**src/rtl/fetch_stage.sv**
```systemverilog
// IF stage plus IF/ID pipeline register: PC, instruction latch, load-use stall,
// branch/jump/exception redirect with IF/ID flush, EPC capture and stall counter.
module fetch_stage #(
  parameter logic [31:0] RESET_VECTOR = 32'h0000_0000,
  parameter logic [31:0] EXC_VECTOR   = 32'h0000_0080
) (
  input  logic        clk,
  input  logic        reset,
  output logic [31:0] pc_out,
  input  logic [31:0] instr_in,
  input  logic        id_ex_MemRead,
  input  logic [4:0]  id_ex_rt,
  input  logic        branch_taken,
  input  logic [31:0] branch_target,
  input  logic [1:0]  Jump,
  input  logic [31:0] jr_target,
  input  logic        illOp,
  output logic [5:0]  opCode,
  output logic [5:0]  funct,
  output logic [4:0]  rs,
  output logic [4:0]  rt,
  output logic [31:0] if_id_instr,
  output logic [31:0] if_id_pc4,
  output logic        if_id_valid,
  output logic        stall,
  output logic        flush_id_ex,
  output logic [31:0] epc,
  output logic [15:0] stall_count
);

  localparam int unsigned XLEN  = 32;
  localparam int unsigned CNT_W = 16;
  localparam logic [CNT_W-1:0] CNT_MAX = '1;

  logic [XLEN-1:0]  pc, pc_plus4;
  logic [XLEN-1:0]  pc_d, instr_d, pc4_d, epc_d;
  logic             valid_d;
  logic [CNT_W-1:0] cnt_d;
  logic             uses_rs, uses_rt, hazard, exc_take;

  assign pc_out   = pc;
  assign pc_plus4 = pc + XLEN'(4);

  assign opCode = if_id_instr[31:26];
  assign funct  = if_id_instr[5:0];
  assign rs     = if_id_instr[25:21];
  assign rt     = if_id_instr[20:16];

  // Which source register fields the ID-stage instruction actually reads
  always_comb begin
    uses_rs = 1'b0;
    uses_rt = 1'b0;
    case (opCode)
      6'b000000, 6'b000100, 6'b000101, 6'b101011: begin
        uses_rs = 1'b1;
        uses_rt = 1'b1;
      end
      6'b001000, 6'b001100, 6'b001101, 6'b001110, 6'b100011: uses_rs = 1'b1;
      default: ;
    endcase
  end

  assign hazard = if_id_valid & id_ex_MemRead & (id_ex_rt != 5'd0) &
                  ((uses_rs & (rs == id_ex_rt)) | (uses_rt & (rt == id_ex_rt)));
  assign exc_take = illOp & if_id_valid;

  assign stall       = reset & hazard & ~branch_taken & ~exc_take;
  assign flush_id_ex = reset & branch_taken;

  // Next-state selection in redirect priority order
  always_comb begin
    pc_d    = pc_plus4;
    instr_d = instr_in;
    pc4_d   = pc_plus4;
    valid_d = 1'b1;
    epc_d   = epc;
    cnt_d   = stall_count;
    if (branch_taken) begin
      pc_d    = branch_target;
      instr_d = '0;
      pc4_d   = '0;
      valid_d = 1'b0;
    end else if (exc_take) begin
      pc_d    = EXC_VECTOR;
      epc_d   = if_id_pc4 - XLEN'(4);
      instr_d = '0;
      pc4_d   = '0;
      valid_d = 1'b0;
    end else if (hazard) begin
      pc_d    = pc;
      instr_d = if_id_instr;
      pc4_d   = if_id_pc4;
      valid_d = if_id_valid;
      if (stall_count != CNT_MAX) cnt_d = stall_count + CNT_W'(1);
    end else if (Jump == 2'b01 && if_id_valid) begin
      pc_d    = {if_id_pc4[31:28], if_id_instr[25:0], 2'b00};
      instr_d = '0;
      pc4_d   = '0;
      valid_d = 1'b0;
    end else if (Jump == 2'b10 && if_id_valid) begin
      pc_d    = jr_target;
      instr_d = '0;
      pc4_d   = '0;
      valid_d = 1'b0;
    end
  end

  always_ff @(posedge clk or negedge reset) begin
    if (!reset) begin
      pc          <= RESET_VECTOR;
      if_id_instr <= '0;
      if_id_pc4   <= '0;
      if_id_valid <= 1'b0;
      epc         <= '0;
      stall_count <= '0;
    end else begin
      pc          <= pc_d;
      if_id_instr <= instr_d;
      if_id_pc4   <= pc4_d;
      if_id_valid <= valid_d;
      epc         <= epc_d;
      stall_count <= cnt_d;
    end
  end

endmodule

```
**config.mk**
```make
export PLATFORM = sky130hd
export DESIGN_NAME = fetch_stage
export DESIGN_NICKNAME = d
export VERILOG_FILES = /design/src/rtl/fetch_stage.sv
export SDC_FILE = /design/constraint.sdc
export NUM_CORES = 1
export LEC_CHECK = 0
export BUFFER_PORTS_ARGS = -buffer_cell sky130_fd_sc_hd__buf_2
export CAP_MARGIN = 20
export CORE_MARGIN = 5
export CORE_UTILIZATION = 45
export CTS_CLUSTER_SIZE = 12
export DETAILED_ROUTE_END_ITERATION = 10
export PLACE_DENSITY = 0.73
export SKIP_LAST_GASP = 1
export SLEW_MARGIN = 40
export SYNTH_ARGS = -nofsm -noshare
export SYNTH_HDL_FRONTEND = slang
export SYNTH_SLANG_ARGS = --single-unit
```
**constraint.sdc**
```tcl
create_clock -name clk -period 5.51 [get_ports clk]
set_input_delay 0.2755 -clock clk [delete_from_list [all_inputs] [get_ports clk]]
set_output_delay 0.2755 -clock clk [all_outputs]
set_load 0.01 [all_outputs]
```
==> impl_metrics.tcl, run 1 <==
set metrics [dict create \
    status "completed" \
    grt_remaining_overflow 0 \
    hold_slack_ns 0.0677 \
    synth_cell_types 61 \
    synth_edf_count 0 \
    cp-startpoint "if_id_instr[28]" \
    drc 0 \
    antenna_found_initial 3 \
    reg2reg_slack_ns 2.71 \
    area_growth_pct 26.0 \
    crit_type "flip-flop to output port" \
    postRouteWirelength_microns 26500 \
    drt_iter0_drc 628 \
    setup_slack_ns 2.35 \
    rsz0062_at_grt "false" \
    clk_pin_slew_ns 0.06 \
    tightest_slew_ns 0.751 \
    dp_slack_ns 2.36 \
    clock_skew_ns 0.00995 \
    drt_pass1_iterations 8 \
    setup_viol 0 \
    seq_area_frac_synth 0.457 \
    cts_tree "built" \
    grt_usage 0.256 \
    num_vias 7766 \
    drtAntennaViolNets 0 \
    gp_congestion 0.936 \
    timing.rr.start "if_id_instr[28]" \
    hold_class "primary input to flip-flop" \
    critPathRequiredTime_ns 5.23 \
    clk_path_buf_depth 2 \
    core_sq_um 17300 \
    port_buffers 276 \
    yosys.area_share.simple 0.231 \
    wl_per_cell_microns 19.2 \
    grt_pass1_vias 7116 \
    grt_pass1_wl_microns 40700 \
    dieArea_sq_um 20400 \
    synthArstFlopShare 1.00 \
    initial_core_util 0.459 \
    design_power_total_mw 3.20 \
    syn_nets 1022 \
    synth_compound_area_frac 0.162 \
    grt_start_max_net_pins 83 \
    synth_cells 911 \
    timing.critical_path.fanout_max 57 \
    cts_resized 0 \
    root_buffer "clkbuf_16" \
    vias_per_cell 5.64 \
    drv_slew 0 \
    cp-end-kind "output port" \
    synth_fa_ha_area_frac 0.00472 \
    synth-xor-area-share 0.0849 \
    synthMuxAreaShare 0.00567 \
    rr_worst_depth 8 \
    p_leak_nw 4.98 \
    relSlewSlack 0.495 \
    syn-cell-area_sq_um 7950 \
    yosys_register_bits 145 \
    synth_most_common_cell "nand2_1" \
    dp_hpwl_microns 19800 \
    hold_viol 0 \
    post-synth-top-area-fraction 0.457 \
    final_util 0.579 \
    yosysWarnings 0 \
    synth_top_family_by_area "simple AND/OR/NAND/NOR gates" \
    period_minus_slack_ns 3.16 \
    top_level_ports 277 \
    finalCritPeriodShare 0.574 \
    die_w_microns 143 \
    cap_violations 0 \
    ys.flop_type "dfrtp_1" \
    dieHeight_microns 143 \
    num_rows 48 \
    cts_htree_levels 4 \
    power_density_nw_per_um2 320 \
    layout.nets 1249 \
    fmax_mhz 316 \
    cts_buffers 17 \
    yosysTopAreaCell "dfrtp_1" \
    r2r_end "pc_out[11]" \
    avgSynthCellArea_sq_um 8.72 \
    cp.arrival_ns 2.89 \
    cts_hold_buf 1 \
    ir_worst_vdd_mv 0.229 \
    hold_path_startpoint "instr_in[24]" \
    yosys-top-cells-area "dfrtp_1 (46%), nand2_1 (8.4%), xnor2_1 (6.1%)" \
    crit_end "stall" \
    clk_latency_ns 0.42 \
    cts_setup_buffers 0 \
    synth_common_cells "nand2_1 (177), dfrtp_1 (145), o21ai_0 (80), nand3_1 (65), xnor2_1 (55)" \
    drive_gt1_frac 0.294 \
    finalSetupTns_ns 0 \
    start_kind "flip-flop" \
    clock_sinks 145 \
]
==> stage by stage <==
step	cell area [sq um]	instances
final	10000	1378
after global routing	10000	1378
after CTS	9960	1373
after detailed placement	9350	1340
after global placement	9310	1339
after floorplan	7950	911
==> cell type report <==
type                       count  area [sq um]
antenna                        2          5.00
clock buffer                  22           474
clock inverter                10           131
fill                        1599          7280
inverter                       9          33.8
multi-input combinational    676          3950
sequential                   145          3630
tap                          225           282
timing repair buffer         289          1520
==> cell families (layout without fill, tap and decap cells) <==
family,Yosys count,after routing
buffers and inverters,90,330
muxes,4,4
other,0,2
xor gates and xnor gates,77,77
and+or+nand+nor,387,387
DFF,145,145
adders and majority gates,3,3
AOI/OAI and AO/OA,205,205
==> worst max-delay path: stages (launching register included) <==
cell     delay [ns]
dfrtp_1        0.43
and4b_1        0.30
a22oi_1        0.09
nor4_1         0.63
o21a_4         0.40
buf_12         0.28
and2_1         0.16
buf_2          0.13
==> power by group <==
group          leakage (nW)  switching (mW)  total [mW]  internal (mW)
Clock                 0.300           0.451        1.20          0.746
Sequential             1.91           0.145        1.34           1.19
Combinational          2.77           0.382       0.666          0.285
Total                  4.98           0.978        3.20           2.22
==> sequential cells by signal, indices dropped and copies added, names as in the netlist <==
signal       cells
if_id_valid      1
if_id_instr     32
epc             32
pc_out          32
stall_count     16
if_id_pc4       32
==> worst min path at each step <==
stage,end,slack (ns),cells after the start
2_1_floorplan,epc[0],-0.02,0
3_3_place_gp,stall_count[1],0.38,1
3_5_place_dp,if_id_instr[2],0.38,1
4_1_cts,if_id_instr[24],0.05,3
5_1_grt,if_id_instr[14],0.06,3
6_report,if_id_instr[24],0.07,3
==> placed cells by master, fill, tap and decap left out, types with 21 or more instances in the layout <==
master / count
buf_2: 275
nand2_1: 176
dfrtp_1: 145
o21ai_0: 80
nand3_1: 64
xnor2_1: 55
nor2_1: 49
a21oi_1: 29
o31ai_1: 24
xor2_1: 22
and3_1: 21
==> layer usage <==
metal / GRT usage / share of wire / up-vias
met4: 0.0875 / 0.028 / 2
met5: 0 / 0.00026 / -
met1: 0.360 / 0.43 / 3628
li1: - / - / 3683
met2: 0.394 / 0.45 / 400
met3: 0.0553 / 0.090 / 53
Power figures use the tool's default switching activity.
==> run 2: changes to the inputs <==
- PLACE_DENSITY: 0.73 -> 0.76
- clock period: 5.51 -> 2.9 ns (I/O delays scaled with it)
==> run 2 against run 1 <==
First-iteration DRC count is 7.6% lower. Utilization increased by 2.9 points. Non-clock buffer count increased by 53. Largest power group unchanged. Clock-buffer cell count rose by 1. Routed wire length rose by 1.1%. Die area is the same. Cell count rose by 3.8%. Critical endpoint unchanged.
==> impl_metrics.tcl, run 2 (synthesized netlist as in run 1, its figures left out) <==
set metrics [dict create \
    p_leak_nw 5.20 \
    grt_pass1_vias 7726 \
    clock_sinks 145 \
    tightest_slew_ns 0.761 \
    area_growth_pct 32.4 \
    finalCritPeriodShare 0.937 \
    ir_worst_vdd_mv 0.434 \
    cpMaxStageDelayCell "nor3_1" \
    cp-startpoint "if_id_instr[23]" \
    grt_start_max_net_pins 87 \
    grt_pass1_wl_microns 42000 \
    hold_slack_ns 0.0166 \
    layout.nets 1302 \
    crit_type "flip-flop to output port" \
    hold_class "primary input to flip-flop" \
    drive_gt1_frac 0.293 \
    p_clk_frac 0.376 \
    postLayoutCellArea_sq_um 10500 \
    critPathRequiredTime_ns 2.76 \
    drtAntennaViolNets 0 \
    p_seq_frac 0.409 \
    initial_core_util 0.459 \
    relSlewSlack 0.488 \
    setup_slack_ns 0.183 \
    grt_remaining_overflow 0 \
    clock_skew_ns 0.00937 \
    cts_tree "built" \
    drt_pass1_iterations 7 \
    dp_slack_ns 0.357 \
    vias_per_cell 5.56 \
    cts_buffers 17 \
    hold_path_startpoint "branch_target[24]" \
    hold_viol 0 \
    period_minus_slack_ns 2.72 \
    drc 0 \
    fmax_mhz 368 \
    postRouteWirelength_microns 26800 \
    pwr-share-comb 0.215 \
    cp-end-kind "output port" \
    root_buffer "clkbuf_16" \
    rsz0062_at_grt "false" \
    worstPathCellList "xnor2_1 > nand3_1 > nor3_1 > o21a_4 > buf_12 > and2_1 > buf_2" \
    port_buffers 276 \
    dp.cells 1362 \
    design_power_total_mw 6.18 \
    layout.cells.most_common "buf_2" \
    place_area_sq_um 9530 \
    crit_buf_inv 2 \
    wl_per_cell_microns 18.7 \
    cap_violations 0 \
    num_rows 48 \
    status "completed" \
    most-common-layout-cells "buf_2 (275), nand2_1 (177), dfrtp_1 (145), o21ai_0 (80), nand3_1 (64)" \
    p_sw_frac 0.298 \
    num_vias 7952 \
    grt_usage 0.262 \
    dieHeight_microns 143 \
    start_kind "flip-flop" \
    top_level_ports 277 \
    dieArea_sq_um 20400 \
    cts_htree_levels 4 \
    cp.arrival_ns 2.57 \
    cts_setup_buffers 0 \
    power_density_nw_per_um2 587 \
    switching_power_mw 1.84 \
    gp_congestion 0.925 \
    clk_latency_ns 0.42 \
    cpPeakStageDelay_ns 0.48 \
    core_sq_um 17300 \
    final_util 0.609 \
    drt_iter0_drc 580 \
    clk_pin_slew_ns 0.06 \
    final-instance-count-excl-fill 1431 \
    timing.rr.start "if_id_instr[23]" \
    clk_path_buf_depth 2 \
    timing.critical_path.fanout_max 43 \
    nFillCells 1509 \
    antenna_found_initial 4 \
    die_w_microns 143 \
    cpLargestDelayFamily "simple AND/OR/NAND/NOR gates" \
    finalSetupTns_ns 0 \
    setup_viol 0 \
    dp_hpwl_microns 20200 \
    p_int_mw 4.34 \
    drv_slew 0 \
]
run 2: cell count changes in the layout (fill, tap and decap cells not counted), moves of 2 or more:
cell,delta
clkbuf_1,+2
buf_4,+20
clkbuf_8,-2
clkinv_4,+2
dlygate4sd3_1,+34
clkinv_2,-3
buf_12,+3
buf_6,-3
run 2: final cells by class:
cell class,instances,area (sq um),share of cell area
repair buffers,342,2020,0.192
clock buffers,23,468,0.0445
diodes,2,5.00,0.000475
well taps,225,282,0.0267
clock inverters,9,155,0.0147
multi-input cells,676,3930,0.374
inverters,9,33.8,0.00321
flip-flops and latches,145,3630,0.345
run 2: path summary, 6_finish.rpt:
kind	endpoint	slack (ns)	depth (start not counted)
worst max-delay path	stall	0.18	7
worst min-delay path	pc_out[24]	0.02	3
worst max register to register	pc_out[26]	0.53	8
worst min register to register	epc[30]	0.47	2
max in group asynchronous	epc[18]	1.75	3
min in group asynchronous	stall_count[5]	0.27	2
run 2: worst reg2reg max path, delay by kind of cell, from the launching register on:
family,cells,cell delay (ns)
AO/OA/AOI/OAI,3,0.58
AND/OR/NAND/NOR,2,0.56
XOR/XNOR,1,0.19
buffers and inverters,2,0.47
flip-flops,1,0.47
run 2: per-layer routing:
metal  part of all wire  wire length, microns  up-vias  track usage
li1                   -                     -     3784            -
met1               0.42                 11300     3725        0.357
met2               0.45                 12000      375        0.395
met3              0.093                  2500       64       0.0670
met4              0.036                   954        4        0.115
met5            0.00071                    19        -            0
run 2: what timing repair did:
item,in CTS,in global routing
endpoints found under the setup margin,1,1
endpoints found under the hold margin,93,0
gates resized for setup,1,1
gates cloned,0,0
hold buffers,35,0
run 2: power groups by stage:
stage	Combinational, mW	Clock (mW)	Sequential (mW)
2_1_floorplan	0.622	0	2.62
3_3_place_gp	1.27	0	2.55
3_5_place_dp	1.30	0	2.56
4_1_cts	1.34	2.35	2.52
5_1_grt	1.48	2.44	2.57
6_report	1.33	2.32	2.53
==> run 3: changes to the inputs <==
- SETUP_SLACK_MARGIN: default -> 0.4
==> run 3 against run 2 <==
Register-to-register slack about the same. Utilization grew 0.59 points. Clock power is essentially flat. Combinational power about the same. First-iteration DRC count is 10% lower. Total power rose by 0.28%. Critical endpoint unchanged. Sequential cell count unchanged. Sequential share of layout area shrank 0.31 points. Cell count grew 0.42%. Critical path type unchanged. Clock skew shrank 0.00070 ns.
==> impl_metrics.tcl, run 3 (synthesized netlist as in run 1, its figures left out) <==
set metrics [dict create \
    start_kind "flip-flop" \
    layout.nets 1308 \
    hold_class "primary input to flip-flop" \
    dp_hpwl_microns 20200 \
    drt_iter0_drc 521 \
    status "completed" \
    p_leak_nw 5.25 \
    cp.arrival_ns 2.25 \
    area_growth_pct 33.7 \
    cp-end-kind "output port" \
    antenna_found_initial 4 \
    clk_path_buf_depth 2 \
    drtAntennaViolNets 0 \
    clk_latency_ns 0.42 \
    p_sw_frac 0.299 \
    finalCritPeriodShare 0.825 \
    final-instance-count-excl-fill 1437 \
    p_int_mw 4.35 \
    ir_worst_vdd_mv 0.431 \
    relSlewSlack 0.513 \
    grt_usage 0.262 \
    p_clk_frac 0.375 \
    clock_sinks 145 \
    p_seq_frac 0.408 \
    root_buffer "clkbuf_16" \
    vias_per_cell 5.54 \
    tightest_slew_ns 0.724 \
    drv_slew 0 \
    design_power_total_mw 6.20 \
    switching_power_mw 1.85 \
    drive_gt1_frac 0.301 \
    postLayoutCellArea_sq_um 10600 \
    grt_remaining_overflow 0 \
    setup_viol 0 \
    place_area_sq_um 9530 \
    top_level_ports 277 \
    r2r_end "if_id_instr[9]" \
    gp_congestion 0.925 \
    period_minus_slack_ns 2.39 \
    finalSetupTns_ns 0 \
    most-common-layout-cells "buf_2 (275), nand2_1 (177), dfrtp_1 (143), o21ai_0 (80), nand3_1 (64)" \
    pwr-share-comb 0.217 \
    cap_violations 0 \
    layout.cells.most_common "buf_2" \
    num_rows 48 \
    rsz0062_at_grt "true" \
    timing.critical_path.fanout_max 11 \
    timing.rr.start "if_id_instr[27]" \
    hold_viol 0 \
    dp.cells 1362 \
    core_sq_um 17300 \
    power_density_nw_per_um2 583 \
    cts_tree "built" \
    num_vias 7960 \
    crit_type "flip-flop to output port" \
    wl_per_cell_microns 18.9 \
    fmax_mhz 418 \
    crit_end "stall" \
    grt_start_max_net_pins 87 \
    port_buffers 276 \
    dieArea_sq_um 20400 \
    clk_pin_slew_ns 0.06 \
    rr_worst_depth 8 \
    reg2reg_slack_ns 0.53 \
    cp-startpoint "if_id_valid" \
    dieHeight_microns 143 \
    grt_pass1_vias 7739 \
    cts_buffers 17 \
    drt_pass1_iterations 6 \
    critPathRequiredTime_ns 2.76 \
    cts_htree_levels 4 \
    clock_skew_ns 0.00867 \
    hold_slack_ns 0.0172 \
    grt_pass1_wl_microns 42200 \
    initial_core_util 0.459 \
    drc 0 \
    postRouteWirelength_microns 27200 \
    die_w_microns 143 \
]
==> run 3: cell types whose count changed in the layout (fill, tap and decap cells not counted), sizes merged <==
| cell | before | now |
|---|---|---|
| clkbuf | 23 | 25 |
| buf | 307 | 311 |
==> run 3: routing by layer <==
| layer | wire length, microns | part of all wire | track usage |
|---|---|---|---|
| met2 | 12200 | 0.45 | 0.396 |
| met5 | 19 | 0.00070 | 0 |
| met3 | 2370 | 0.087 | 0.0663 |
| met4 | 984 | 0.036 | 0.117 |
| met1 | 11600 | 0.43 | 0.358 |
==> run 3: per-stage QoR <==
step / util / setup slack (ns)
CTS: 0.609 / 0.452
finish: 0.615 / 0.506
floorplan: - / 0.666
global placement: 0.551 / 0.463
detailed placement: 0.551 / 0.357
global route: 0.615 / 0.375
==> run 3: power groups by stage <==
stage	Sequential [mW]	Combinational (mW)	Clock, mW
6_report	2.53	1.34	2.32
5_1_grt	2.57	1.49	2.44
4_1_cts	2.52	1.34	2.35
3_5_place_dp	2.56	1.30	0
3_3_place_gp	2.55	1.27	0
2_1_floorplan	2.62	0.622	0
==> run 3: layout make-up <==
| cell class | instances | area (sq um) |
|---|---|---|
| Clock inverter | 9 | 155 |
| Sequential cell | 145 | 3630 |
| Antenna cell | 2 | 5.00 |
| Clock buffer | 23 | 468 |
| Timing Repair Buffer | 348 | 2100 |
| Tap cell | 225 | 282 |
| Fill cell | 1499 | 6670 |
| Inverter | 9 | 33.8 |
| Multi-Input combinational cell | 676 | 3950 |
==> run 3: worst min-delay path by stage <==
stage / from / end / depth (start not counted)
after floorplan: reset / epc[0] / 0
after global placement: reset / if_id_instr[6] / 1
after detailed placement: reset / stall_count[0] / 1
after CTS: branch_target[14] / pc_out[14] / 3
after global routing: branch_target[24] / pc_out[24] / 3
final: branch_target[24] / pc_out[24] / 3
==> run 3: worst max-delay path, cell delays in order, from the launching register on <==
cell      delay, ns
dfrtp_1        0.39
buf_4          0.18
nand3b_1       0.10
a211oi_1       0.25
o31a_1         0.27
o21a_4         0.23
buf_12         0.16
and2_1         0.12
buf_2          0.12
==> run 3: timing repair <==
action / in CTS / in global routing
cloned: 0 / 2
endpoints found under the hold margin: 93 / 0
endpoints found under the setup margin: 27 / 6
pin swaps: 1 / 2
hold buffers: 35 / 0
buffers inserted: 1 / 3
gates resized for setup: 3 / 5
